### config.mk
export PLATFORM = sky130hd
export DESIGN_NAME = spi_frame_sequencer
export DESIGN_NICKNAME = d
export VERILOG_FILES = /design/src/rtl/spi_frame_sequencer_pkg.sv /design/src/rtl/spi_frame_sequencer_led_hold_timer.sv /design/src/rtl/spi_frame_sequencer.sv
export SDC_FILE = /design/constraint.sdc
export NUM_CORES = 1
export LEC_CHECK = 0
export ABC_AREA = 1
export BUFFER_PORTS_ARGS = -buffer_cell sky130_fd_sc_hd__buf_2
export CAP_MARGIN = 10
export CORE_ASPECT_RATIO = 1.5
export CORE_MARGIN = 5
export CORE_UTILIZATION = 45
export DETAILED_ROUTE_END_ITERATION = 10
export SLEW_MARGIN = 20
export SYNTH_ARGS = -nofsm -noshare
export SYNTH_HDL_FRONTEND = slang
export SYNTH_SLANG_ARGS = --single-unit
### constraint.sdc
create_clock -name clk_in -period 2 [get_ports clk_in]
set_input_delay 0.2 -clock clk_in [delete_from_list [all_inputs] [get_ports clk_in]]
set_output_delay 0.2 -clock clk_in [all_outputs]
set_load 0.05 [all_outputs]
### src/rtl/spi_frame_sequencer_pkg.sv
// Shared types and constants for the SPI slave frame sequencer.
package spi_frame_sequencer_pkg;

    typedef enum logic [1:0] {
        IDLE   = 2'd0,
        ACTIVE = 2'd1,
        CHECK  = 2'd2,
        REPORT = 2'd3
    } spi_frame_state_t;

    // Status LEDs are active low: bit 1 green (ok), bit 0 red (error).
    localparam logic [1:0] LED_OFF = 2'b11;
    localparam logic [1:0] LED_OK  = 2'b01;
    localparam logic [1:0] LED_ERR = 2'b10;

    // End-of-frame integrity audit: whole words only, within ceiling, no lost word.
    function automatic logic frame_audit(input int unsigned cnt,
                                         input int unsigned word_bits,
                                         input int unsigned max_bits,
                                         input logic        overrun);
        return (cnt != 0) && ((cnt % word_bits) == 0) && (cnt <= max_bits) && !overrun;
    endfunction

endpackage

### src/rtl/spi_frame_sequencer_led_hold_timer.sv
// Reloadable down-counter that times how long the result LEDs stay lit.
// done_o marks the last counted cycle; busy_o is high while any count remains.
module led_hold_timer #(
    parameter int unsigned HOLD_CYCLES = 12_500_000
) (
    input  logic clk_i,
    input  logic rst_i,
    input  logic start_i,
    output logic busy_o,
    output logic done_o
);

    localparam int unsigned CW = $clog2(HOLD_CYCLES + 1);

    logic [CW-1:0] cnt_q, cnt_d;

    // Reload on start, otherwise count down to zero and stop.
    always_comb begin
        cnt_d = cnt_q;
        if (start_i) begin
            cnt_d = CW'(HOLD_CYCLES);
        end else if (cnt_q != '0) begin
            cnt_d = cnt_q - CW'(1);
        end
    end

    // Counter register.
    always_ff @(posedge clk_i) begin
        if (rst_i) begin
            cnt_q <= '0;
        end else begin
            cnt_q <= cnt_d;
        end
    end

    assign busy_o = (cnt_q != '0);
    assign done_o = (cnt_q == CW'(1));

endmodule

### src/rtl/spi_frame_sequencer.sv
// Frame-level controller for the SPI slave receive path: shifts filtered bits,
// hands whole words off over valid/ready, audits each CS-framed transaction and
// shows the result on the active-low status LEDs for a hold time.
module spi_frame_sequencer
    import spi_frame_sequencer_pkg::*;
#(
    parameter int unsigned WORD_BITS   = 8,
    parameter int unsigned MAX_BITS    = 256,
    parameter int unsigned HOLD_CYCLES = 12_500_000
) (
    input  logic                          clk_in,
    input  logic                          rst,
    input  logic                          cs_n,
    input  logic                          sck_rise,
    input  logic                          mosi,
    output logic [WORD_BITS-1:0]          rx_data,
    output logic                          rx_valid,
    input  logic                          rx_ready,
    output logic [$clog2(MAX_BITS+2)-1:0] bit_cnt,
    output logic                          frame_done,
    output logic                          frame_ok,
    output logic [1:0]                    led
);

    localparam int unsigned CNT_W  = $clog2(MAX_BITS + 2);
    localparam int unsigned WCNT_W = (WORD_BITS > 1) ? $clog2(WORD_BITS) : 1;

    spi_frame_state_t state_q, state_d;

    logic [WORD_BITS-1:0] shift_q, shift_d;
    logic [CNT_W-1:0]     bit_cnt_q, bit_cnt_d;
    logic [WCNT_W-1:0]    wcnt_q, wcnt_d;
    logic                 overrun_q, overrun_d;
    logic [WORD_BITS-1:0] rx_data_q, rx_data_d;
    logic                 rx_valid_q, rx_valid_d;
    logic                 frame_done_q, frame_done_d;
    logic                 frame_ok_q, frame_ok_d;
    logic [1:0]           led_q, led_d;

    logic enter_active, to_check, led_off;
    logic bit_accept, word_done, audit_ok;
    logic tmr_busy, tmr_done;

    // Timer starts on the edge into CHECK so the LEDs stay lit exactly HOLD_CYCLES.
    led_hold_timer #(
        .HOLD_CYCLES(HOLD_CYCLES)
    ) u_hold (
        .clk_i  (clk_in),
        .rst_i  (rst),
        .start_i(to_check),
        .busy_o (tmr_busy),
        .done_o (tmr_done)
    );

    // CS release dominates a coincident SCK edge, so bits count only while cs_n stays low.
    assign bit_accept = (state_q == ACTIVE) && !cs_n && sck_rise;
    assign audit_ok   = frame_audit(32'(bit_cnt_q), WORD_BITS, MAX_BITS, overrun_q);

    // Next-state logic and FSM control strobes.
    always_comb begin
        state_d      = state_q;
        enter_active = 1'b0;
        to_check     = 1'b0;
        led_off      = 1'b0;
        case (state_q)
            IDLE: begin
                if (!cs_n) begin
                    state_d      = ACTIVE;
                    enter_active = 1'b1;
                end
            end
            ACTIVE: begin
                if (cs_n) begin
                    state_d  = CHECK;
                    to_check = 1'b1;
                end
            end
            CHECK: begin
                state_d = REPORT;
            end
            REPORT: begin
                // A new frame cuts the hold short and restarts reception at once.
                if (!cs_n) begin
                    state_d      = ACTIVE;
                    enter_active = 1'b1;
                    led_off      = 1'b1;
                end else if (tmr_done || !tmr_busy) begin
                    state_d = IDLE;
                    led_off = 1'b1;
                end
            end
            default: begin
                state_d = IDLE;
            end
        endcase
    end

    // FSM state register.
    always_ff @(posedge clk_in) begin
        if (rst) begin
            state_q <= IDLE;
        end else begin
            state_q <= state_d;
        end
    end

    // Shifter, counters, output word register and audit/LED results.
    always_comb begin
        shift_d      = shift_q;
        bit_cnt_d    = bit_cnt_q;
        wcnt_d       = wcnt_q;
        overrun_d    = overrun_q;
        rx_data_d    = rx_data_q;
        rx_valid_d   = rx_valid_q;
        frame_done_d = 1'b0;
        frame_ok_d   = frame_ok_q;
        led_d        = led_q;
        word_done    = 1'b0;

        if (rx_valid_q && rx_ready) begin
            rx_valid_d = 1'b0;
        end

        if (enter_active) begin
            shift_d   = '0;
            bit_cnt_d = '0;
            wcnt_d    = '0;
            overrun_d = 1'b0;
        end else if (bit_accept) begin
            shift_d = {shift_q[WORD_BITS-2:0], mosi};
            if (bit_cnt_q != CNT_W'(MAX_BITS + 1)) begin
                bit_cnt_d = bit_cnt_q + CNT_W'(1);
            end
            if (wcnt_q == WCNT_W'(WORD_BITS - 1)) begin
                wcnt_d    = '0;
                word_done = 1'b1;
            end else begin
                wcnt_d = wcnt_q + WCNT_W'(1);
            end
        end

        // A completed word always loads; it only counts as lost if the old one was not taken.
        if (word_done) begin
            rx_data_d  = {shift_q[WORD_BITS-2:0], mosi};
            rx_valid_d = 1'b1;
            if (rx_valid_q && !rx_ready) begin
                overrun_d = 1'b1;
            end
        end

        if (to_check) begin
            frame_done_d = 1'b1;
            frame_ok_d   = audit_ok;
            led_d        = audit_ok ? LED_OK : LED_ERR;
        end

        if (led_off) begin
            led_d = LED_OFF;
        end
    end

    // Datapath and result registers.
    always_ff @(posedge clk_in) begin
        if (rst) begin
            shift_q      <= '0;
            bit_cnt_q    <= '0;
            wcnt_q       <= '0;
            overrun_q    <= 1'b0;
            rx_data_q    <= '0;
            rx_valid_q   <= 1'b0;
            frame_done_q <= 1'b0;
            frame_ok_q   <= 1'b0;
            led_q        <= LED_OFF;
        end else begin
            shift_q      <= shift_d;
            bit_cnt_q    <= bit_cnt_d;
            wcnt_q       <= wcnt_d;
            overrun_q    <= overrun_d;
            rx_data_q    <= rx_data_d;
            rx_valid_q   <= rx_valid_d;
            frame_done_q <= frame_done_d;
            frame_ok_q   <= frame_ok_d;
            led_q        <= led_d;
        end
    end

    assign rx_data    = rx_data_q;
    assign rx_valid   = rx_valid_q;
    assign bit_cnt    = bit_cnt_q;
    assign frame_done = frame_done_q;
    assign frame_ok   = frame_ok_q;
    assign led        = led_q;

endmodule

==> flow_summary_export.csv, run 1 <==
group,metric,value,unit
placement,dpl-instance-area,3210,sq um
synth,synth_nets,422,
placement,post-place-cells,505,
synth,syn_inst,404,
global_routing,grt_start_max_net_pins,17,
placement,globalplace.congestion,0.859,
clock_network,clock_insertion_delay_worst_skew,350,ps
timing,timing.clock.skew,9.62,ps
timing,maxClockFrequency,585,MHz
worst_setup_path,crit_path_end_kind,"register",
floorplan,die_area,8380,sq um
global_routing,grt.overflow.total,0,
worst_setup_path,startpoint_types,"register",
worst_setup_path,crit_path_max_fanout,14,
timing,post-route-period-util,85.5,%
synth,yosys_warnings,0,
clock_network,cts_tree,"done",
worst_setup_path,required,2240,ps
clock_network,htree_num_levels,3,
timing,setup_total_negative_slack,0,ps
global_routing,wire_length_of_the_first_global_routing_pass,11700,um
clock_network,clock_root_buffer,"clkbuf_8",
worst_setup_path,timing.setup.critical_path_class,"register to register",
floorplan,placeableCoreArea,6490,sq um
drt,postRouteWirelength,6870,um
cells_and_area,diodes,0,
drt,drc_errors,0,
clock_network,holdBufCountCts,0,
drt,drt-initial-drc-count,157,
global_routing,first_global_vias,2620,
floorplan,io_pins,28,
cells_and_area,areaGrowthSynthToFinish,15.0,%
outcome,status,"finished clean",
timing,worst_hold_margin,101,ps
timing,timing.slew.headroom,75.0,%
drt,antenna_violating_nets_left,0,
clock_network,cts-root-to-sink-buffers,2,
clock_network,cts_buffers,9,
cells_and_area,final_cells,522,
clock_network,tritoncts_num_sinks,59,
floorplan,width_of_the_die,76.4,um
synth,avgSynthCellArea,7.37,sq um
timing,finalHoldViolations,0,
floorplan,die_height,110,um
pwr,p_leak,1.49,nW
placement,place.detailed.hpwl,5210,um
synth,synth.yosys.seq_area_share,39.6,%
synth,post_synth_instance_area,2980,sq um
global_routing,gr-usage-all-layers,17.5,%
global_routing,grt_antenna_before_repair,0,
worst_hold_path,min_delay_worst_type,"input pin to register",
timing,worstMarginPinSlew,375,ps
timing,final.min_clock_period,1710,ps
cells_and_area,finish.instance_area,3430,sq um
pwr,p_per_area,1480,nW/um^2
drt,avgRoutedWirePerCell,13.2,um
synth,ys_types,36,
floorplan,rows,36,
placement,portBuffers,27,
timing,final-setup-viol-count,0,
job,max_capacitance_violation_total,0,
synth,ys_seq_elements,59,
worst_setup_path,critPathArrivalTime,1950,ps
floorplan,start_util,45.9,%
drt,dr.pass1.iters,4,
cells_and_area,fin_nets,459,
clock_network,reg_clk_slew_reported_paths,70,ps
drt,via_count,2699,
timing,timing_max_transition_violations_final,0,
timing,grt_setup_unrepaired,"no",
pwr,max-vdd-ir-drop,0.736,mV
cells_and_area,drive_above_1_share,20.2,%
drt,avgViaCountPerCell,5.17,
==> where the power goes <==
part / total (mW) / switching (mW) / internal, mW
Sequential: 1.64 / 0.240 / 1.40
Clock: 1.14 / 0.544 / 0.594
Combinational: 2.30 / 1.49 / 0.816
==> critical path: stages (launching register included) <==
cell and delay [ps]:
dfxtp_1 340, inv_1 130, ha_1 160, nand2_1 80, nor2_4 160, nand3_2 300
nand4_2 240, nand3_1 90, nand2_1 70, nor2_1 40
==> sequential cells by signal (all words and copies together) (netlist names) <==
signal and count:
state_q 2, frame_done 1, wcnt_q 3, frame_ok 1, led 2, shift_q 7, rx_valid 1, rx_data 8
u_hold.cnt_q 24, bit_cnt 9, overrun_q 1
==> metal layers <==
layer  vias up  routed length (um)  global-route usage (%)
li1       1405                   -                       -
met1      1221                2850                    18.4
met5         -                   0                       0
met4         0                 148                    8.38
met2        56                3620                    32.4
met3        17                 253                    4.26
==> synth_stat cells <==
| cell | n | area [sq um] |
|---|---|---|
| ha_1 | 12 | 150 |
| nand4_2 | 1 | 12.5 |
| a21oi_2 | 1 | 8.76 |
| nor2_4 | 4 | 45.0 |
| a311oi_1 | 1 | 8.76 |
| nand3_2 | 3 | 30.0 |
| or3_1 | 1 | 6.26 |
| a31oi_1 | 3 | 18.8 |
| clkbuf_1 | 3 | 11.3 |
| nand2_1 | 77 | 289 |
| o21bai_1 | 2 | 15.0 |
| a21oi_1 | 43 | 215 |
| xnor2_1 | 6 | 52.6 |
| clkinv_2 | 2 | 10.0 |
| buf_6 | 1 | 11.3 |
| nand3b_1 | 4 | 30.0 |
| nor2_2 | 9 | 56.3 |
| nand4_1 | 8 | 50.1 |
| nand3_4 | 1 | 17.5 |
| dfxtp_1 | 59 | 1180 |
| o21ai_0 | 18 | 90.1 |
| or2_0 | 1 | 6.26 |
| a211oi_1 | 1 | 7.51 |
| o21ai_1 | 1 | 5.00 |
| inv_2 | 4 | 15.0 |
| nand3_1 | 23 | 115 |
| buf_2 | 2 | 10.0 |
| nor3_1 | 7 | 35.0 |
| or2_2 | 4 | 25.0 |
| nor2_1 | 56 | 210 |
| buf_4 | 1 | 7.51 |
| xor2_1 | 5 | 43.8 |
| nor3b_2 | 1 | 12.5 |
| nand2_2 | 7 | 43.8 |
| inv_1 | 30 | 113 |
| nor3_2 | 2 | 20.0 |
==> timing repair <==
item | in CTS | in global routing
setup buffers | 0 | 1
gates resized for setup | 0 | 2
endpoints found under the setup margin | 0 | 9
==> cells in the final DEF (no fill, tap or decap), types with 3 or more instances in the layout <==
master,Yosys,layout
nand2_1,77,77
dfxtp_1,59,59
nor2_1,56,55
a21oi_1,43,43
inv_1,30,29
buf_2,2,27
nand3_1,23,23
o21ai_0,18,18
ha_1,12,12
nor2_2,9,10
clkbuf_8,0,9
nand4_1,8,8
nand2_2,7,7
nor3_1,7,7
xnor2_1,6,6
buf_4,1,6
xor2_1,5,5
inv_2,4,4
nor2_4,4,4
or2_2,4,4
nand3b_1,4,4
nand3_2,3,3
a31oi_1,3,3
clkinv_4,0,3
inv_6,0,3
==> kinds of logic after synthesis <==
family	Yosys count	synth area share, %
buffers and inverters	43	5.96
and+or+nand+nor	209	33.7
AOI/OAI and AO/OA	70	12.4
xor gates and xnor gates	11	3.23
DFF	59	39.6
adders and majority gates	12	5.04
==> cell type report <==
class	instances	area, sq um
multi-input combinational	302	1620
fill	669	3060
clock inverter	7	82.6
tap	76	95.1
timing repair buffer	33	180
sequential	59	1180
clock buffer	9	124
inverter	36	141
==> final timing paths <==
path / start / end / slack, ps / depth (start not counted)
setup / recovery: u_hold.cnt_q[0]$_SDFFE_PP0P_ / state_q[0]$_SDFFE_PP0P_ / 290 / 9
hold / removal: rst / u_hold.cnt_q[23]$_SDFFE_PP0P_ / 100 / 2
setup reg to reg: u_hold.cnt_q[0]$_SDFFE_PP0P_ / state_q[0]$_SDFFE_PP0P_ / 290 / 9
hold reg to reg: frame_ok$_SDFFE_PP0P_ / frame_ok$_SDFFE_PP0P_ / 470 / 2
==> per-stage QoR <==
step	worst slack [ps]	util [%]	power, mW
after global placement	164	49.4	3.91
after detailed placement	149	49.4	3.94
after global routing	88.2	52.8	5.50
final	290	52.8	5.09
after floorplan	300	-	3.46
after CTS	122	52.6	5.09
No activity file was read; power rests on OpenSTA's default activity.
==> run 2, diff against run 1 <==
RECOVER_POWER = 100   (was default)
==> run 2 against run 1 <==
Compared with the run above:
- fmax shrank 2.2%
- clock-buffer cell count is the same
- critical path depth is the same
- highest routed layer unchanged
- combinational power shrank 2%
- first-iteration DRC count grew 3.2%
- sequential share of layout area grew 0.54 points
- design area shrank 1.5%
- register-to-register slack lost 40 ps
==> flow_summary_export.csv, run 2 (same netlist as run 1, synthesis figures left out) <==
group,metric,value,unit
outcome,status,"finished clean",
floorplan,width_of_the_die,76.4,um
global_routing,wire_length_of_the_first_global_routing_pass,11700,um
pwr,p_per_area,1490,nW/um^2
global_routing,gr-usage-all-layers,17.5,%
global_routing,first_global_vias,2620,
placement,place.detailed.hpwl,5210,um
worst_setup_path,worstPathCellList,"inv_1 -> ha_1 -> nand2_1 -> nor2_1 -> nand2_1 -> inv_1 -> nand4_1 -> xor2_1 -> nor2_1",
timing,timing.clock.skew,10.3,ps
clock_network,tritoncts_num_sinks,59,
floorplan,io_pins,28,
timing,setup_total_negative_slack,0,ps
cells_and_area,fin_nets,459,
cells_and_area,areaGrowthSynthToFinish,13.3,%
floorplan,rows,36,
pwr,p_leak,1.39,nW
drt,avgViaCountPerCell,5.18,
cells_and_area,final_common_cell,"nand2_1",
timing,timing.slew.headroom,59.7,%
clock_network,cts_buffers,9,
worst_setup_path,required,2240,ps
timing,final-setup-viol-count,0,
pwr,tot_pwr,5.03,mW
worst_setup_path,crit_path_max_fanout,5,
floorplan,placeableCoreArea,6490,sq um
drt,drc_errors,0,
timing,timing_max_transition_violations_final,0,
timing,final.min_clock_period,1750,ps
drt,avgRoutedWirePerCell,13.2,um
floorplan,die_height,110,um
worst_setup_path,critical_path.max_stage_delay,340,ps
timing,worstMarginPinSlew,606,ps
clock_network,clock_insertion_delay_worst_skew,350,ps
global_routing,grt_antenna_before_repair,0,
timing,grt_setup_unrepaired,"no",
worst_setup_path,crit_path_top_delay_cell,"dfxtp_1",
floorplan,start_util,45.9,%
pwr,max-vdd-ir-drop,0.736,mV
timing,maxClockFrequency,572,MHz
cells_and_area,diodes,0,
clock_network,reg_clk_slew_reported_paths,80,ps
cells_and_area,drive_above_1_share,13.2,%
cells_and_area,finish.instance_area,3370,sq um
clock_network,htree_num_levels,3,
global_routing,grt.overflow.total,0,
cells_and_area,largest_register_ff_count,24,
placement,globalplace.congestion,0.859,
cells_and_area,most-common-layout-cells,"79 x nand2_1, 59 x dfxtp_1, 57 x nor2_1, 43 x a21oi_1, 32 x inv_1",
worst_setup_path,startpoint_types,"register",
timing,post-route-period-util,87.4,%
worst_setup_path,timing.setup.critical_path_class,"register to register",
floorplan,die_area,8380,sq um
worst_hold_path,min_delay_worst_type,"input pin to register",
job,max_capacitance_violation_total,0,
clock_network,cts-root-to-sink-buffers,2,
clock_network,cts_tree,"done",
worst_setup_path,critPathArrivalTime,1990,ps
drt,via_count,2706,
cells_and_area,regMostFlops,"u_hold.cnt_q",
placement,dpl-instance-area,3210,sq um
drt,postRouteWirelength,6870,um
timing,finalHoldViolations,0,
drt,drt-initial-drc-count,162,
drt,antenna_violating_nets_left,0,
clock_network,clock_root_buffer,"clkbuf_8",
placement,portBuffers,27,
worst_setup_path,crit_path_end_kind,"register",
global_routing,grt_start_max_net_pins,17,
drt,dr.pass1.iters,4,
cells_and_area,fill_cells,688,
run 2: power by group:
part	internal [mW]	switching [mW]	leakage [nW]
sequential	1.40	0.238	0.480
clock	0.594	0.541	0.105
combinational	0.792	1.46	0.809
run 2: through the flow:
stage	instances	setup slack, ps	util (%)	hold WS [ps]
after global routing	522	66.9	52.0	126
after global placement	505	164	49.4	440
after floorplan	404	300	-	365
final	522	251	52.0	103
after CTS	521	122	52.6	89.6
after detailed placement	505	149	49.4	446
run 2: metal layers:
metal  share of wire (%)  routed length [um]  global-route usage [%]  vias up
met2                  53                3660                    32.4       51
met3                 3.1                 212                    4.26       15
li1                    -                   -                       -     1406
met5                   0                   0                       0        -
met4                 2.0                 137                    8.38        0
met1                  42                2860                    18.4     1234
run 2: critical path, delay by kind of cell (launching register included):
kind	cells	cell delay [ps]
xor+xnor	1	150
fa+ha+maj	1	210
buf+inv	2	290
flops	1	340
simple gates	5	670
run 2: worst paths after layout:
path | start | endpoint | slack, ps | cells past startpoint
worst min register to register | shift_q[6]$_SDFFE_PP0P_ | shift_q[6]$_SDFFE_PP0P_ | 470 | 2
worst max-delay path | u_hold.cnt_q[0]$_SDFFE_PP0P_ | u_hold.cnt_q[14]$_SDFFE_PP0P_ | 250 | 9
worst max register to register | u_hold.cnt_q[0]$_SDFFE_PP0P_ | u_hold.cnt_q[14]$_SDFFE_PP0P_ | 250 | 9
worst min-delay path | rst | u_hold.cnt_q[23]$_SDFFE_PP0P_ | 100 | 2
run 2: repair_timing:
action,in CTS,in global routing
endpoints found under the setup margin,0,9
buffers inserted,0,1
hold buffers,0,0
resized for setup,0,2
run 2: layout make-up:
type | count | area [sq um] | area share [%]
Inverter | 36 | 140 | 4.15
Clock inverter | 7 | 82.6 | 2.45
Tap cell | 76 | 95.1 | 2.82
Sequential cell | 59 | 1180 | 35.0
Clock buffer | 9 | 124 | 3.67
Multi-Input combinational cell | 302 | 1600 | 47.5
Timing Repair Buffer | 33 | 149 | 4.41
==> run 3, diff against run 2 <==
ABC_AREA = 0   (was 1)
==> run 3 against run 2 <==
Compared with the run above:
- non-clock buffer count increased by 17
- flip-flop and latch count did not move
- clock-buffer cell count unchanged
- register-to-register slack worse by 170 ps
- first-iteration DRC count decreased by 10%
- clock power fell by 4%
- total power shrank 3.9%
- highest routed layer unchanged
==> flow_summary_export.csv, run 3 <==
group,metric,value,unit
synth,synth_nets,340,
timing,timing.slew.headroom,59.8,%
pwr,max-vdd-ir-drop,0.764,mV
global_routing,grt_start_max_net_pins,21,
synth,synthSimpleGateAreaFrac,24.3,%
worst_setup_path,worstReg2RegStart,"u_hold.cnt_q[5]$_SDFFE_PP0P_",
clock_network,cts-root-to-sink-buffers,2,
synth,synth_compound_gate_area_share,16.8,%
synth,yosys.cell_count.top_type,"dfxtp_1",
floorplan,start_util,46.0,%
synth,post_synth_instance_area,2820,sq um
timing,setup_total_negative_slack,0,ps
clock_network,clock_root_buffer,"clkbuf_8",
clock_network,clock_insertion_delay_worst_skew,330,ps
clock_network,reg_clk_slew_reported_paths,70,ps
drt,drt-initial-drc-count,145,
cells_and_area,final_common_cell,"dfxtp_1",
clock_network,htree_num_levels,3,
floorplan,width_of_the_die,74.6,um
timing,grt_setup_unrepaired,"no",
worst_setup_path,crit_path_end_kind,"register",
worst_setup_path,startpoint_types,"register",
floorplan,io_pins,28,
cells_and_area,fin_nets,386,
placement,portBuffers,27,
cells_and_area,finish.instance_area,3290,sq um
synth,yosys_warnings,0,
synth,share_of_flip_flops_with_an_asynchronous_set_or_reset_after_synthesis,0,%
synth,ys_seq_elements,59,
drt,avgViaCountPerCell,5.43,
floorplan,die_area,7980,sq um
synth,synth.yosys.seq_area_share,41.9,%
worst_setup_path,required,2260,ps
global_routing,wire_length_of_the_first_global_routing_pass,10900,um
global_routing,grt.overflow.total,0,
worst_setup_path,setup.worst_path.end,"u_hold.cnt_q[20]$_SDFFE_PP0P_",
cells_and_area,largest_register_ff_count,24,
floorplan,die_height,107,um
placement,dpl-instance-area,3130,sq um
timing,timing.clock.skew,6.59,ps
clock_network,cts_buffers,9,
outcome,status,"finished clean",
global_routing,gr-usage-all-layers,17.4,%
placement,place.detailed.hpwl,4580,um
cells_and_area,areaGrowthSynthToFinish,16.9,%
drt,drc_errors,0,
pwr,p_leak,1.21,nW
clock_network,tritoncts_num_sinks,59,
global_routing,first_global_vias,2376,
synth,avgSynthCellArea,8.75,sq um
cells_and_area,fill_cells,618,
worst_setup_path,reg2regPathDepth,5,
synth,synth_top_family_by_area,"simple AND/OR/NAND/NOR gates",
synth,netlist_top_cells_count,"59 x dfxtp_1, 38 x nor2_1, 33 x nand2_1",
job,max_capacitance_violation_total,0,
drt,avgRoutedWirePerCell,14.0,um
cells_and_area,final_cells,447,
placement,post-place-cells,431,
drt,antenna_violating_nets_left,0,
synth,postSynth.topFlopCell,"dfxtp_1",
cells_and_area,drive_above_1_share,15.0,%
cells_and_area,most-common-layout-cells,"58 x dfxtp_1, 38 x nor2_1, 33 x nand2_1, 28 x a21oi_1, 27 x clkbuf_1",
drt,postRouteWirelength,6270,um
synth,synth_xor_xnor_area_share,4.35,%
clock_network,cts_tree,"done",
clock_network,holdBufCountCts,0,
pwr,p_per_area,1470,nW/um^2
synth,synth_largest_type_area_fraction,41.9,%
worst_setup_path,timing.setup.critical_path_class,"register to register",
timing,final.min_clock_period,1920,ps
drt,via_count,2425,
timing,worstMarginPinSlew,606,ps
cells_and_area,regMostFlops,"u_hold.cnt_q",
synth,synth_area_leader_cell,"dfxtp_1",
synth,post_synth_main_area_contributors,"dfxtp_1 42%, ha_1 5.3%, a21oi_1 5.2%, nor2_1 5.1%, nand2_1 4.4%",
timing,post-route-period-util,96.1,%
timing,timing_max_transition_violations_final,0,
placement,globalplace.congestion,0.831,
global_routing,grt_antenna_before_repair,0,
worst_hold_path,min_delay_worst_type,"input pin to register",
floorplan,rows,35,
worst_setup_path,cp-startpoint,"u_hold.cnt_q[5]$_SDFFE_PP0P_",
worst_setup_path,critical_path.reg2reg.endpoint,"u_hold.cnt_q[20]$_SDFFE_PP0P_",
timing,final-setup-viol-count,0,
drt,dr.pass1.iters,4,
synth,syn_inst,322,
cells_and_area,diodes,0,
floorplan,placeableCoreArea,6130,sq um
worst_setup_path,regToRegSetupSlack,80,ps
timing,finalHoldViolations,0,
synth,ys_types,48,
pwr,tot_pwr,4.83,mW
synth,synth_edf_count,0,
worst_setup_path,crit_path_max_fanout,5,
timing,maxClockFrequency,520,MHz
synth,synth_mux_area_share,3.20,%
synth,synthAdderAreaFrac,5.33,%
cells_and_area,postLayoutCoreUtil,53.7,%
worst_setup_path,critPathArrivalTime,2190,ps
-- run 3: changes by cell type after synthesis, moves of 9 or more --
cell	delta
nand2_1	-44
inv_1	-22
nand3_1	-19
nor2_1	-18
a21oi_1	-14
mux2i_1	+9
nor2_2	-9
o31ai_1	+9
-- run 3: area by class of cell --
cell class	instances	area, sq um	area share (%)
clock buffer	9	124	3.76
clock inverter	7	77.6	2.36
inverter	8	30.0	0.912
multi-input combinational	240	1530	46.5
sequential	59	1180	35.9
tap	74	92.6	2.81
timing repair buffer	50	254	7.71
-- run 3: layer usage --
metal	share of wire, %	global-route usage (%)	routed length, um
met5	0	0	0
met4	1.7	7.12	109
met3	3.0	4.32	188
met2	54	30.5	3370
met1	42	19.4	2610
-- run 3: cell families after synthesis --
family,after synthesis
AND/OR/NAND/NOR,128
AO/OA/AOI/OAI,77
flip-flops,59
buffers and inverters,23
XOR/XNOR,14
adder cells (fa/ha/maj),12
multiplexers,9
-- run 3: stage by stage --
step	setup slack (ps)	hold WS, ps
2_1_floorplan	49.0	336
3_3_place_gp	117	443
3_5_place_dp	90.4	453
4_1_cts	85.7	103
5_1_grt	2.04	128
6_report	77.5	122
-- run 3: what timing repair did --
| action | in CTS | in global routing |
|---|---|---|
| endpoints found under the hold margin | 0 | 0 |
| buffers inserted | 0 | 0 |
| resized for setup | 0 | 4 |
| setup endpoints to repair | 0 | 7 |
-- run 3: worst min-delay path by stage --
stage / from / endpoint / slack, ps / cells past startpoint
after floorplan: mosi / shift_q[0]$_SDFFE_PP0P_ / 340 / 2
after global placement: frame_ok$_SDFFE_PP0P_ / frame_ok$_SDFFE_PP0P_ / 440 / 2
after detailed placement: wcnt_q[1]$_SDFFE_PP0P_ / wcnt_q[1]$_SDFFE_PP0P_ / 450 / 2
after CTS: mosi / shift_q[0]$_SDFFE_PP0P_ / 100 / 3
after global routing: mosi / shift_q[0]$_SDFFE_PP0P_ / 130 / 3
final: mosi / shift_q[0]$_SDFFE_PP0P_ / 120 / 3
-- run 3: critical path: stages (launching register included) --
cell	delay (ps)
dfxtp_1	360
or4_4	570
nor3_4	190
nand2b_2	110
or4_1	480
a31oi_1	160
-- run 3: power by group --
group | switching [mW] | internal [mW] | leakage [nW]
Clock | 0.508 | 0.583 | 0.0998
Sequential | 0.229 | 1.39 | 0.480
Combinational | 1.21 | 0.907 | 0.635
